[src/rtl/rtr_opc_credit_tracker.sv]
// Credit counters per (output port, packet class) pair, producing flat
// credit-available / buffer-empty / sticky-error flag vectors for the flags mux.
module rtr_opc_credit_cell #(
  parameter int buffer_size = 8,
  localparam int cnt_width = $clog2(buffer_size + 1)
) (
  input  logic clk,
  input  logic reset,
  input  logic dec,
  input  logic inc,
  output logic avail,
  output logic empty,
  output logic error
);
  localparam logic [cnt_width-1:0] full_cnt = cnt_width'(buffer_size);
  localparam logic [cnt_width-1:0] one_cnt  = cnt_width'(1);

  logic [cnt_width-1:0] cnt;

  // Simultaneous send and return cancel; out-of-range moves saturate and latch error.
  always_ff @(posedge clk or posedge reset) begin
    if (reset) begin
      cnt   <= full_cnt;
      error <= 1'b0;
    end else if (dec && !inc) begin
      if (cnt == '0) error <= 1'b1;
      else           cnt   <= cnt - one_cnt;
    end else if (inc && !dec) begin
      if (cnt == full_cnt) error <= 1'b1;
      else                 cnt   <= cnt + one_cnt;
    end
  end

  assign avail = (cnt != '0);
  assign empty = (cnt == full_cnt);
endmodule

module rtr_opc_credit_tracker #(
  parameter int num_message_classes  = 2,
  parameter int num_resource_classes = 2,
  parameter int num_ports            = 5,
  parameter int buffer_size          = 8,
  localparam int num_packet_classes  = num_message_classes * num_resource_classes,
  localparam int num_pairs           = num_ports * num_packet_classes
) (
  input  logic                          clk,
  input  logic                          reset,
  input  logic                          send_valid,
  input  logic [0:num_ports-1]          send_op,
  input  logic [0:num_packet_classes-1] send_opc,
  input  logic [0:num_pairs-1]          cred_op_opc,
  output logic [0:num_pairs-1]          cred_avail_op_opc,
  output logic [0:num_pairs-1]          empty_op_opc,
  output logic [0:num_pairs-1]          error_op_opc
);
  // Flat index = op*num_packet_classes + opc; bit 0 is port 0, class 0.
  for (genvar op = 0; op < num_ports; op++) begin : g_op
    for (genvar opc = 0; opc < num_packet_classes; opc++) begin : g_opc
      localparam int idx = op * num_packet_classes + opc;
      logic dec;
      assign dec = send_valid & send_op[op] & send_opc[opc];

      rtr_opc_credit_cell #(.buffer_size(buffer_size)) u_cell (
        .clk   (clk),
        .reset (reset),
        .dec   (dec),
        .inc   (cred_op_opc[idx]),
        .avail (cred_avail_op_opc[idx]),
        .empty (empty_op_opc[idx]),
        .error (error_op_opc[idx])
      );
    end
  end
endmodule

[config.mk]
export PLATFORM = sky130hd
export DESIGN_NAME = rtr_opc_credit_tracker
export DESIGN_NICKNAME = d
export VERILOG_FILES = /design/src/rtl/rtr_opc_credit_tracker.sv
export SDC_FILE = /design/constraint.sdc
export NUM_CORES = 1
export LEC_CHECK = 0
export ABC_AREA = 1
export CAP_MARGIN = 10
export CORE_ASPECT_RATIO = 0.7
export CORE_MARGIN = 1
export CORE_UTILIZATION = 40
export CTS_BUF_LIST = sky130_fd_sc_hd__clkbuf_8
export DETAILED_ROUTE_END_ITERATION = 10
export GPL_ROUTABILITY_DRIVEN = 1
export SLEW_MARGIN = 20
export SYNTH_ARGS = -nofsm -noshare
export SYNTH_HDL_FRONTEND = slang
export SYNTH_SLANG_ARGS = --single-unit
[constraint.sdc]
create_clock -name clk -period 4 [get_ports clk]
set_input_delay 0.6 -clock clk [delete_from_list [all_inputs] [get_ports clk]]
set_output_delay 0.6 -clock clk [all_outputs]
set_load 0.01 [all_outputs]
* After elaboration in Yosys (flattened, before gate mapping)
Index checks and enable logic that the tools add are counted.
Widths: inputs -> output; s select.
** Storage, ports and cells
- Register bits :: 100
- Logic and storage cells :: 545
- Output and inout port bits :: 60
** Cells by class
- Multiplexer cells :: 160
- Equal/unequal tests :: 80
- Bitwise operators :: 25
- Add/sub/neg operators :: 40
- Reductions and logical operators :: 200
** Operators by type and width (number)
- $mux 4 :: 80
- $ne 2x2->1 const B :: 60
- $reduce_and 3->1 :: 40
- $add 4x1->4 const B :: 20
- $eq 4x4->1 const B :: 20
- $logic_not 4->1 :: 20
- $mux 1 :: 80
- $reduce_bool 2->1 :: 40
- $reduce_bool 4->1 :: 20
- $sub 4x1->4 const B :: 20
- $logic_and 1x1->1 :: 40
- $logic_not 1->1 :: 40
- $and 1x1->1 :: 25

* Longest topological paths before layout
Gate-level depths: netlist of the first run.
- Depth in word-level cells :: 6
- Depth in mapped cells :: 11
- Mapped depth without buffers :: 11

* Cells and area by module
From an unflattened synthesis of the first run, not the netlist that was laid out.
** Unflattened totals
- Cell total of the unflattened synthesis :: 1009
- Area, all modules :: 7516.0 um^2
** By module, submodules not included
- rtr_opc_credit_cell :: times used 20, sequential area each 126.4 um^2, cells each 49, area each 370.4 um^2
- rtr_opc_credit_tracker :: times used 1, sequential area each 0.0 um^2, cells each 29, area each 108.9 um^2

* Worst setup path after synthesis of the first run
OpenSTA, ideal clock, no wires.
- Kind :: in2reg
- From :: in send_op[4] (netlist bit)
- To :: reg g_op[4].g_opc[0].u_cell.cnt[2]
- Arrival :: 1.735 ns
- Setup slack :: 2.137 ns
- Setup time :: 0.128 ns
- Stages on the path :: 11
- Cell sequence :: nand2_1 nor2_1 ha_1 inv_1 nand2_1 nand2_1 ha_1 a21oi_1 xnor2_1 nand2_1 o21ai_0
** On the way
- Word-level cells in the longest chain between the ends :: 6
- Elaborated cells on any way between the ends :: 10
- Classes of those cells :: 2 x eq/ne; 1 x mux; 2 x bitwise; 5 x reduce/logical
** RTL lines
- start: declaration :: RTL line 49 : input logic [0:num_ports-1] send_op,
- $and 1x1->1 (*) (2 in a row) :: RTL line 61 : assign dec = send_valid & send_op[op] & send_opc[opc];
- $logic_not 1->1 :: RTL line 28 : end else if (inc && !dec) begin
- $logic_and 1x1->1 :: RTL line 28
- $reduce_bool 2->1 (no source line)
- $reduce_and 3->1 (no source line)
- end signal: assignment :: RTL line 23 : cnt <= full_cnt;
- end signal: assignment :: RTL line 27 : else cnt <= cnt - one_cnt;
- end signal: assignment :: RTL line 30 : else cnt <= cnt + one_cnt;
- end: declaration :: RTL line 18 : logic [cnt_width-1:0] cnt;
Every way passes the cells marked *; elsewhere a longest branch is shown, timed or not.
A chain may end at the register's enable or synchronous reset.

* Worst setup path in the final report of the first run
- From :: reg g_op[3].g_opc[2].u_cell.cnt[3]
- To :: out empty_op_opc[14] (netlist bit)
** On the way
- Word-level cells in the longest chain between the ends :: 1
** RTL lines
- start: declaration :: RTL line 18
- start signal: assignment :: RTL line 23
- start signal: assignment :: RTL line 27
- start signal: assignment :: RTL line 30
- $eq 4x4->1 :: RTL line 35 : assign empty = (cnt == full_cnt);
- end: declaration :: RTL line 53 : output logic [0:num_pairs-1] empty_op_opc,
Every way passes these cells.

==> reports/summary.md, run 1 <==
The flow ran to the end, and the final reports show no timing, DRC or antenna violations. TritonCTS built the clock tree. The finished cells cover 0.00884 sq mm. The post-cts resize count is 0, and the final standard cell utilization of the core is 0.464. The worst hold path terminates at g_op[0].g_opc[2].u_cell.error. Power spread over the standard cell area amounts to 662 mW/mm^2. The global routing usage summed across all routing layers is 0.172, and the number of antenna violations at the first check in global routing is 0. The pin count of the biggest net entering global routing was 52; the number of levels the H-tree was split into was 3. Number of vias in the routed layout: 6307. The clock arrives with 0.00707 ns of skew. In this run the clock root is driven by a sky130_fd_sc_hd__clkbuf_8. In this run, post-CTS hold repair placed 0 buffers.

Number of nets in the layout: 1163. The library cell used most frequently in the layout, excluding fill and tap cells, is sky130_fd_sc_hd__nand2_1. For the pin with the worst max-slew slack, the measured transition is 0.650 ns.

The die is 119 um tall. For the worst setup path, the data required time is 3.40 ns. The final number of hold-violating endpoints was 0; the number of max-capacitance violations reported was 0. Summing all multi-input logic gate instances after layout gives 0.00427 sq mm. The leakage power came out at 4.44 nW. The insertion delay of the later-clocked pin in the worst-skew pair is 0.39 ns, and the share of post-route cells with drive strength above 1 is 0.107. Depth of the worst register-to-register path: 8. Among all stages on the critical path, the largest delay is contributed by sky130_fd_sc_hd__clkdlybuf4s50_1. Clock tree synthesis found a total of 100 sinks. The timing-limited maximum frequency is 361 MHz, and the area of placed instances is 0.00862 sq mm. Growth of design area from synthesis to finish: 13.2%. The launching point of the worst reg2reg path was g_op[3].g_opc[3].u_cell.cnt[1].

The number of synthesized register bits was 100. The DRC violations left is 0. The synthesized area per cell is 7.59 sq um, and the placeable core region is 0.0190 sq mm. The tools report the cell count after synthesis as 1028.

End of the worst register-to-register path: g_op[3].g_opc[3].u_cell.cnt[2]. The layout has 1943 filler cells. Once the clock tree was built, the setup fixing pass inserted 0 buffers. The number of slew-limit violations in the final report came out at 0. The tools report the number of global-route vias before repair as 5732. On the worst path, the slowest cell contributes a delay of 0.65 ns.

The signal on the critical path passes through inv_1 -> nor4_1 -> clkdlybuf4s50_1. The Yosys step of the flow raised 0 warnings. The worst hold path belongs to the class reg -> reg. Along the worst path, the maximum fanout reaches 4. The post-route fraction of the period consumed by the critical path is 0.693. The die covers 0.0201 sq mm.

The floorplan has 42 rows. The initial core utilization is 0.410. The count of buffers added on input and output ports is 91. Number of cells on the worst hold path: 1. The top cell types in the final layout, fill and taps aside, are sky130_fd_sc_hd__nand2_1, sky130_fd_sc_hd__inv_1, sky130_fd_sc_hd__clkdlybuf4s50_1. For this run the aggregate overflow at the end of global routing stands at 0.

The sequential cell area fraction in the yosys report was 0.324. The tools report the number of CTS-inserted buffers as 9. The critical path buffer and inverter count was 2.

The startpoint type of the worst setup path was a flop. Grouping stages by cell kind, the critical path spends the most delay in buffers and inverters. After the first detailed-routing iteration, the DRC count stood at 365.

The floorplan step set the die width to 169 um. The first TritonRoute pass finished after 6 iterations. Prior to clock tree synthesis, the placed netlist has a worst setup slack of 1.05 ns.

The post-CTS clock slew at the launch and capture registers of the worst setup and hold paths is 0.10 ns. The run gives 1120 as the net count after synthesis. Summed over all layers, the routed wires come to 16200 um. The worst setup path is of the reg -> out kind.

The synthesized netlist contains 30 unique library cells. Dividing the detail-routed via count by the number of cells gives 4.71. The number of antenna cells inserted is 0, and the area of the mapped netlist is 0.00781 sq mm. The tools report the minimum setup slack in the final design as 1.23 ns. The average wire length per cell after detail routing is 12.1 um, and the storage element area is 0.00253 sq mm. For this design the top-level I/O count stands at 92. The accumulated negative setup slack is 0 ns.

The first global-routing pass estimated 27700 um of wire. The tools report the worst relative slew slack as 0.566. Once detail routing completed, the nets flagged for antenna violations numbered 0.

The tools report the endpoint class of the critical path as an output port. The tools report the critical hold path startpoint as g_op[0].g_opc[2].u_cell.error. Setup repair after global routing left no endpoint under its margin.

Detailed placement ended at an HPWL of 12500 um. The routability-driven placement congestion ratio is 0.807, and the time the worst path needs with I/O delays and setup is 2.77 ns. For the data arrival time of the worst path, the log shows 2.17 ns. IR analysis of the VDD net gives a maximum drop of 0.000229 V.

In this run the register-to-register setup slack is 2.64 ns. The count of endpoints failing setup in the final report came out at 0. The longest clock path from root to sink contains 2 buffers.
==> through the flow <==
step	power, W	hold slack, ns	std cells
after detailed placement	0.00513	0.445	1324
after global placement	0.00509	0.443	1324
after floorplan	0.00446	0.429	1028
after global routing	0.00643	0.478	1340
final	0.00585	0.469	1340
after CTS	0.00590	0.473	1340
==> cells in the mapped netlist <==
master	instances	area [sq um]
sky130_fd_sc_hd__nand2_1	235	882
sky130_fd_sc_hd__inv_1	141	529
sky130_fd_sc_hd__dfrtp_1	80	2000
sky130_fd_sc_hd__nand3_1	79	395
sky130_fd_sc_hd__nor2_1	78	293
sky130_fd_sc_hd__buf_4	60	450
sky130_fd_sc_hd__ha_1	60	751
sky130_fd_sc_hd__o21ai_0	41	205
sky130_fd_sc_hd__xnor2_1	38	333
sky130_fd_sc_hd__a21oi_1	29	145
sky130_fd_sc_hd__nand4_1	22	138
sky130_fd_sc_hd__dfstp_2	20	526
sky130_fd_sc_hd__xor2_1	20	175
sky130_fd_sc_hd__o21ai_1	18	90.1
sky130_fd_sc_hd__nor4_1	17	106
sky130_fd_sc_hd__nand4_2	16	200
sky130_fd_sc_hd__nor2_2	12	75.1
sky130_fd_sc_hd__nand3_2	11	110
sky130_fd_sc_hd__a21o_1	10	75.1
sky130_fd_sc_hd__nand2_2	9	56.3
sky130_fd_sc_hd__or2_2	9	56.3
sky130_fd_sc_hd__nor2_4	8	90.1
sky130_fd_sc_hd__inv_2	7	26.3
sky130_fd_sc_hd__nor3_1	2	10.0
sky130_fd_sc_hd__a31o_2	1	8.76
sky130_fd_sc_hd__nor2_8	1	20.0
sky130_fd_sc_hd__o21ai_2	1	8.76
sky130_fd_sc_hd__o21ai_4	1	16.3
sky130_fd_sc_hd__xnor2_2	1	16.3
sky130_fd_sc_hd__xor2_2	1	16.3
==> how the worst max path moves through the flow <==
| stage | end | from | cells after the start |
|---|---|---|---|
| final | empty_op_opc[14] | g_op[3].g_opc[2].u_cell.cnt[3] | 3 |
| after global routing | empty_op_opc[14] | g_op[3].g_opc[2].u_cell.cnt[3] | 3 |
| after CTS | empty_op_opc[14] | g_op[3].g_opc[2].u_cell.cnt[3] | 3 |
| after detailed placement | g_op[3].g_opc[3].u_cell.cnt[2] | send_valid | 12 |
| after global placement | g_op[3].g_opc[3].u_cell.cnt[2] | send_valid | 12 |
| after floorplan | g_op[0].g_opc[0].u_cell.cnt[0] | reset | 1 |
==> worst register-to-register path, delay by kind of cell, from the launching register on <==
kind / cells / cell delay [ns]
compound gates: 2 / 0.22
simple gates: 3 / 0.21
flops: 1 / 0.45
buf+inv: 1 / 0.10
xor+xnor: 1 / 0.13
fa+ha+maj: 1 / 0.19
==> report_power, final <==
| group | switching (W) | total [W] | internal [W] |
|---|---|---|---|
| Sequential | 0.000625 | 0.00220 | 0.00158 |
| Combinational | 0.00154 | 0.00291 | 0.00137 |
| Clock | 0.000386 | 0.000736 | 0.000350 |
| Total | 0.00255 | 0.00585 | 0.00330 |
==> kinds of logic (layout without fill, tap and decap cells) <==
logic type	Yosys count	in the layout	share of synthesized area
DFF	100	100	0.324
adders and majority gates	60	60	0.0962
and+or+nand+nor	499	499	0.312
AOI/OAI and AO/OA	101	101	0.0704
buffers and inverters	208	256	0.129
xor gates and xnor gates	60	60	0.0692
==> metal layers <==
metal	wire length (um)	part of all wire	vias to the layer above	track usage
met3	694	0.043	13	0.0336
met2	6650	0.41	118	0.256
met4	157	0.0097	0	0.0389
li1	-	-	3352	-
met1	8740	0.54	2824	0.255
met5	0	0	-	0
==> area by class of cell <==
class                   count  area share
repair buffers             92       0.105
clock buffers               9      0.0140
flip-flops and latches    100       0.286
multi-input cells         720       0.484
inverters                 148      0.0632
clock inverters             7      0.0105
well taps                 264      0.0374
==> sequential cells by signal (all words and copies together) (netlist names) <==
signal                   count
g_op.g_opc.u_cell.cnt       80
g_op.g_opc.u_cell.error     20
(Power assumes the default switching activity.)
==> run 2, diff against run 1 <==
clock period = 2.7 ns   (was 4 ns; I/O delays follow)
==> reports/summary.md, run 2 (synthesis results as in run 1) <==
The flow ran to the end, and the final reports show no timing, DRC or antenna violations. The logs give 0.214 ns (was 1.23 ns) for the minimum setup slack in the final design and 9 (unchanged) for the number of CTS-inserted buffers. The largest buffer count on any clock path came out at 2 (unchanged).

The logs give 0 (unchanged) for the total overflow reported by the global router and 3 (unchanged) for the number of levels the H-tree was split into. The accumulated negative setup slack was 0 ns (unchanged). For the final clock skew, the log shows 0.0101 ns (was 0.00707 ns). The startpoint type of the worst setup path is a flop (unchanged). Time the worst path needs with I/O delays and setup: 2.49 ns.

The average wire length per cell after detail routing was 12.4 um (was 12.1 um); the growth of design area from synthesis to finish was 13.5% (was 13.2%). The run gives 0.176 (was 0.172) as the global routing usage summed across all routing layers. Setup repair after global routing left no endpoint under its margin. For the number of global-route vias before repair, the log shows 5695 (was 5732). The number of nets in the layout was 1170 (was 1163); the post-cts resize count was 0 (unchanged).

The total wirelength of the detailed-routed design was 16700 um (was 16200 um). The remaining antenna violation count is 0 (unchanged), and the final number of hold-violating endpoints is 0 (unchanged). The tools report the hold-fix buffer count after cts as 0 (unchanged).

Number of antenna cells inserted: 0 (unchanged). Start-to-end type of the worst setup path: reg -> out (unchanged). The worst reg-to-reg setup slack was 1.34 ns (was 2.64 ns); the area of placed instances was 0.00867 sq mm (was 0.00862 sq mm). Highest-count cells in the layout ignoring fill and taps: sky130_fd_sc_hd__nand2_1, sky130_fd_sc_hd__inv_1, sky130_fd_sc_hd__clkdlybuf4s50_1 (unchanged). DRC violations left: 0 (unchanged). The cell at the root of the clock tree was sky130_fd_sc_hd__clkbuf_8 (unchanged). The share of post-route cells with drive strength above 1 works out to 0.114 (was 0.107).

The biggest fanout along the worst timing path is 4 (unchanged). TritonCTS built the clock tree. First-pass GRT wire length: 28300 um (was 27700 um). The tools report the end of the worst register-to-register path as g_op[4].g_opc[2].u_cell.cnt[2] (was g_op[3].g_opc[3].u_cell.cnt[2]). The number of post-CTS setup repair buffers is 0 (unchanged), and the timing-limited maximum frequency is 402 MHz. The post-CTS clock slew at the launch and capture registers of the worst setup and hold paths is 0.10 ns (about the same), and the number of top-level pins is 92 (unchanged). Placeable core region: 0.0190 sq mm (unchanged). The maximum VDD drop is 0.000351 V (was 0.000229 V). The depth of the worst register-to-register path came out at 8 (unchanged). The die outline height was 119 um (unchanged); the flip-flop count of the largest register, all copies and words added was 80 (unchanged).

The class of the tightest hold or removal check is reg -> reg (unchanged). First element of the critical path: g_op[3].g_opc[2].u_cell.cnt[3] (unchanged). The run gives 0.0826 ns (was 1.05 ns) as the worst-case setup slack after placement.

The most frequent standard cell in the layout excluding fill and tap cells was sky130_fd_sc_hd__nand2_1 (unchanged). The pin count of the biggest net entering global routing was 101 (was 52); the multi-input combinational cell area was 0.00427 sq mm (unchanged). Number of max-capacitance violations reported: 0 (unchanged). The HPWL after detailed placement was 12900 um (was 12500 um). The count of endpoints failing setup in the final report was 0 (unchanged); the horizontal extent of the die was 169 um (unchanged).

The storage element area was 0.00253 sq mm (unchanged). Post-route fraction of the period consumed by the critical path: 0.921. Number of antenna violations at the first check in global routing: 0 (unchanged). The logs give 4.46 nW (was 4.44 nW) for the leakage power and 42 (unchanged) for the number of rows created at floorplan.

The power density relative to cell area is 964 mW/mm^2 (was 662 mW/mm^2), and the data arrival time of the worst path is 2.08 ns (was 2.17 ns). The number of vias per cell was 4.76 (was 4.71). For the insertion delay of the later-clocked pin in the worst-skew pair, the log shows 0.39 ns (about the same). Required time of the critical path: 2.30 ns (was 3.40 ns). Number of vias in the routed layout: 6405 (was 6307).

The number of fill cells was 1911 (was 1943). The tools report the endpoint class of the critical path as an output port (unchanged). Leading registers by flop count: g_op.g_opc.u_cell.cnt x80, g_op.g_opc.u_cell.error x20 (unchanged). The logs give 0.817 (was 0.807) for the routability-driven placement congestion ratio and 0.0201 sq mm (unchanged) for the die area.

For the number of slew-limit violations in the final report, the log shows 0 (unchanged). The logs give 0.621 (was 0.566) for the worst relative slew slack and 0.00886 sq mm (was 0.00884 sq mm) for the final design area excluding fillers. Capturing instance or port of the critical path: empty_op_opc[14] (unchanged).

Number of optimization iterations in the first detailed-route pass: 4 (was 6). The clock sink total came out at 100 (unchanged). The count of buffers from port buffering is 91 (unchanged), and the worst hold margin is 0.466 ns (was 0.469 ns).

DRC violation total after the first TritonRoute iteration: 427 (was 365). Register containing the most flip-flops in the final layout: g_op.g_opc.u_cell.cnt (unchanged). The initial core utilization was 0.410 (unchanged). The tools report the launching point of the worst reg2reg path as g_op[4].g_opc[2].u_cell.cnt[1] (was g_op[3].g_opc[3].u_cell.cnt[1]). The transition at the pin with the smallest max-transition slack came out at 0.568 ns (was 0.650 ns).
==> run 2: worst max-delay path, cell delays in order (launching register included) <==
cell and delay, ns:
sky130_fd_sc_hd__dfstp_2 0.58, sky130_fd_sc_hd__inv_1 0.07, sky130_fd_sc_hd__nor4_1 0.41, sky130_fd_sc_hd__clkdlybuf4s50_1 0.63
==> run 2: area by class of cell <==
cell class / instances / share of cell area
multi-input cells: 720 / 0.482
flip-flops and latches: 100 / 0.285
repair buffers: 99 / 0.111
inverters: 148 / 0.0631
well taps: 264 / 0.0373
clock buffers: 11 / 0.0171
clock inverters: 5 / 0.00409
==> run 2: how the worst min path moves through the flow <==
stage | depth (start not counted) | to | from | slack, ns
detailed placement | 1 | g_op[3].g_opc[0].u_cell.error | g_op[3].g_opc[0].u_cell.error | 0.45
CTS | 1 | g_op[2].g_opc[0].u_cell.error | g_op[2].g_opc[0].u_cell.error | 0.47
finish | 1 | g_op[3].g_opc[0].u_cell.error | g_op[3].g_opc[0].u_cell.error | 0.47
floorplan | 1 | g_op[0].g_opc[1].u_cell.error | g_op[0].g_opc[1].u_cell.error | 0.43
global placement | 1 | g_op[3].g_opc[0].u_cell.error | g_op[3].g_opc[0].u_cell.error | 0.44
global route | 1 | g_op[3].g_opc[0].u_cell.error | g_op[3].g_opc[0].u_cell.error | 0.49
==> run 2: metal layers <==
layer  wire length [um]  up-vias  GRT usage  share of wire
met3                716       12     0.0382          0.043
met4                208        0     0.0450          0.012
met1               9170     2903      0.273           0.55
li1                   -     3372          -              -
met5                  0        -          0              0
met2               6560      118      0.244           0.39
==> run 2: stage by stage <==
step	util	instances	total power (W)
2_1_floorplan	-	1028	0.00660
3_3_place_gp	0.456	1331	0.00757
3_5_place_dp	0.456	1331	0.00762
4_1_cts	0.466	1347	0.00862
5_1_grt	0.466	1347	0.00942
6_report	0.466	1347	0.00854
==> run 2: report_power, final <==
group | internal, W | switching (W) | total (W)
sequential | 0.00233 | 0.000924 | 0.00326
combinational | 0.00203 | 0.00230 | 0.00433
clock | 0.000388 | 0.000567 | 0.000955
total | 0.00475 | 0.00379 | 0.00854
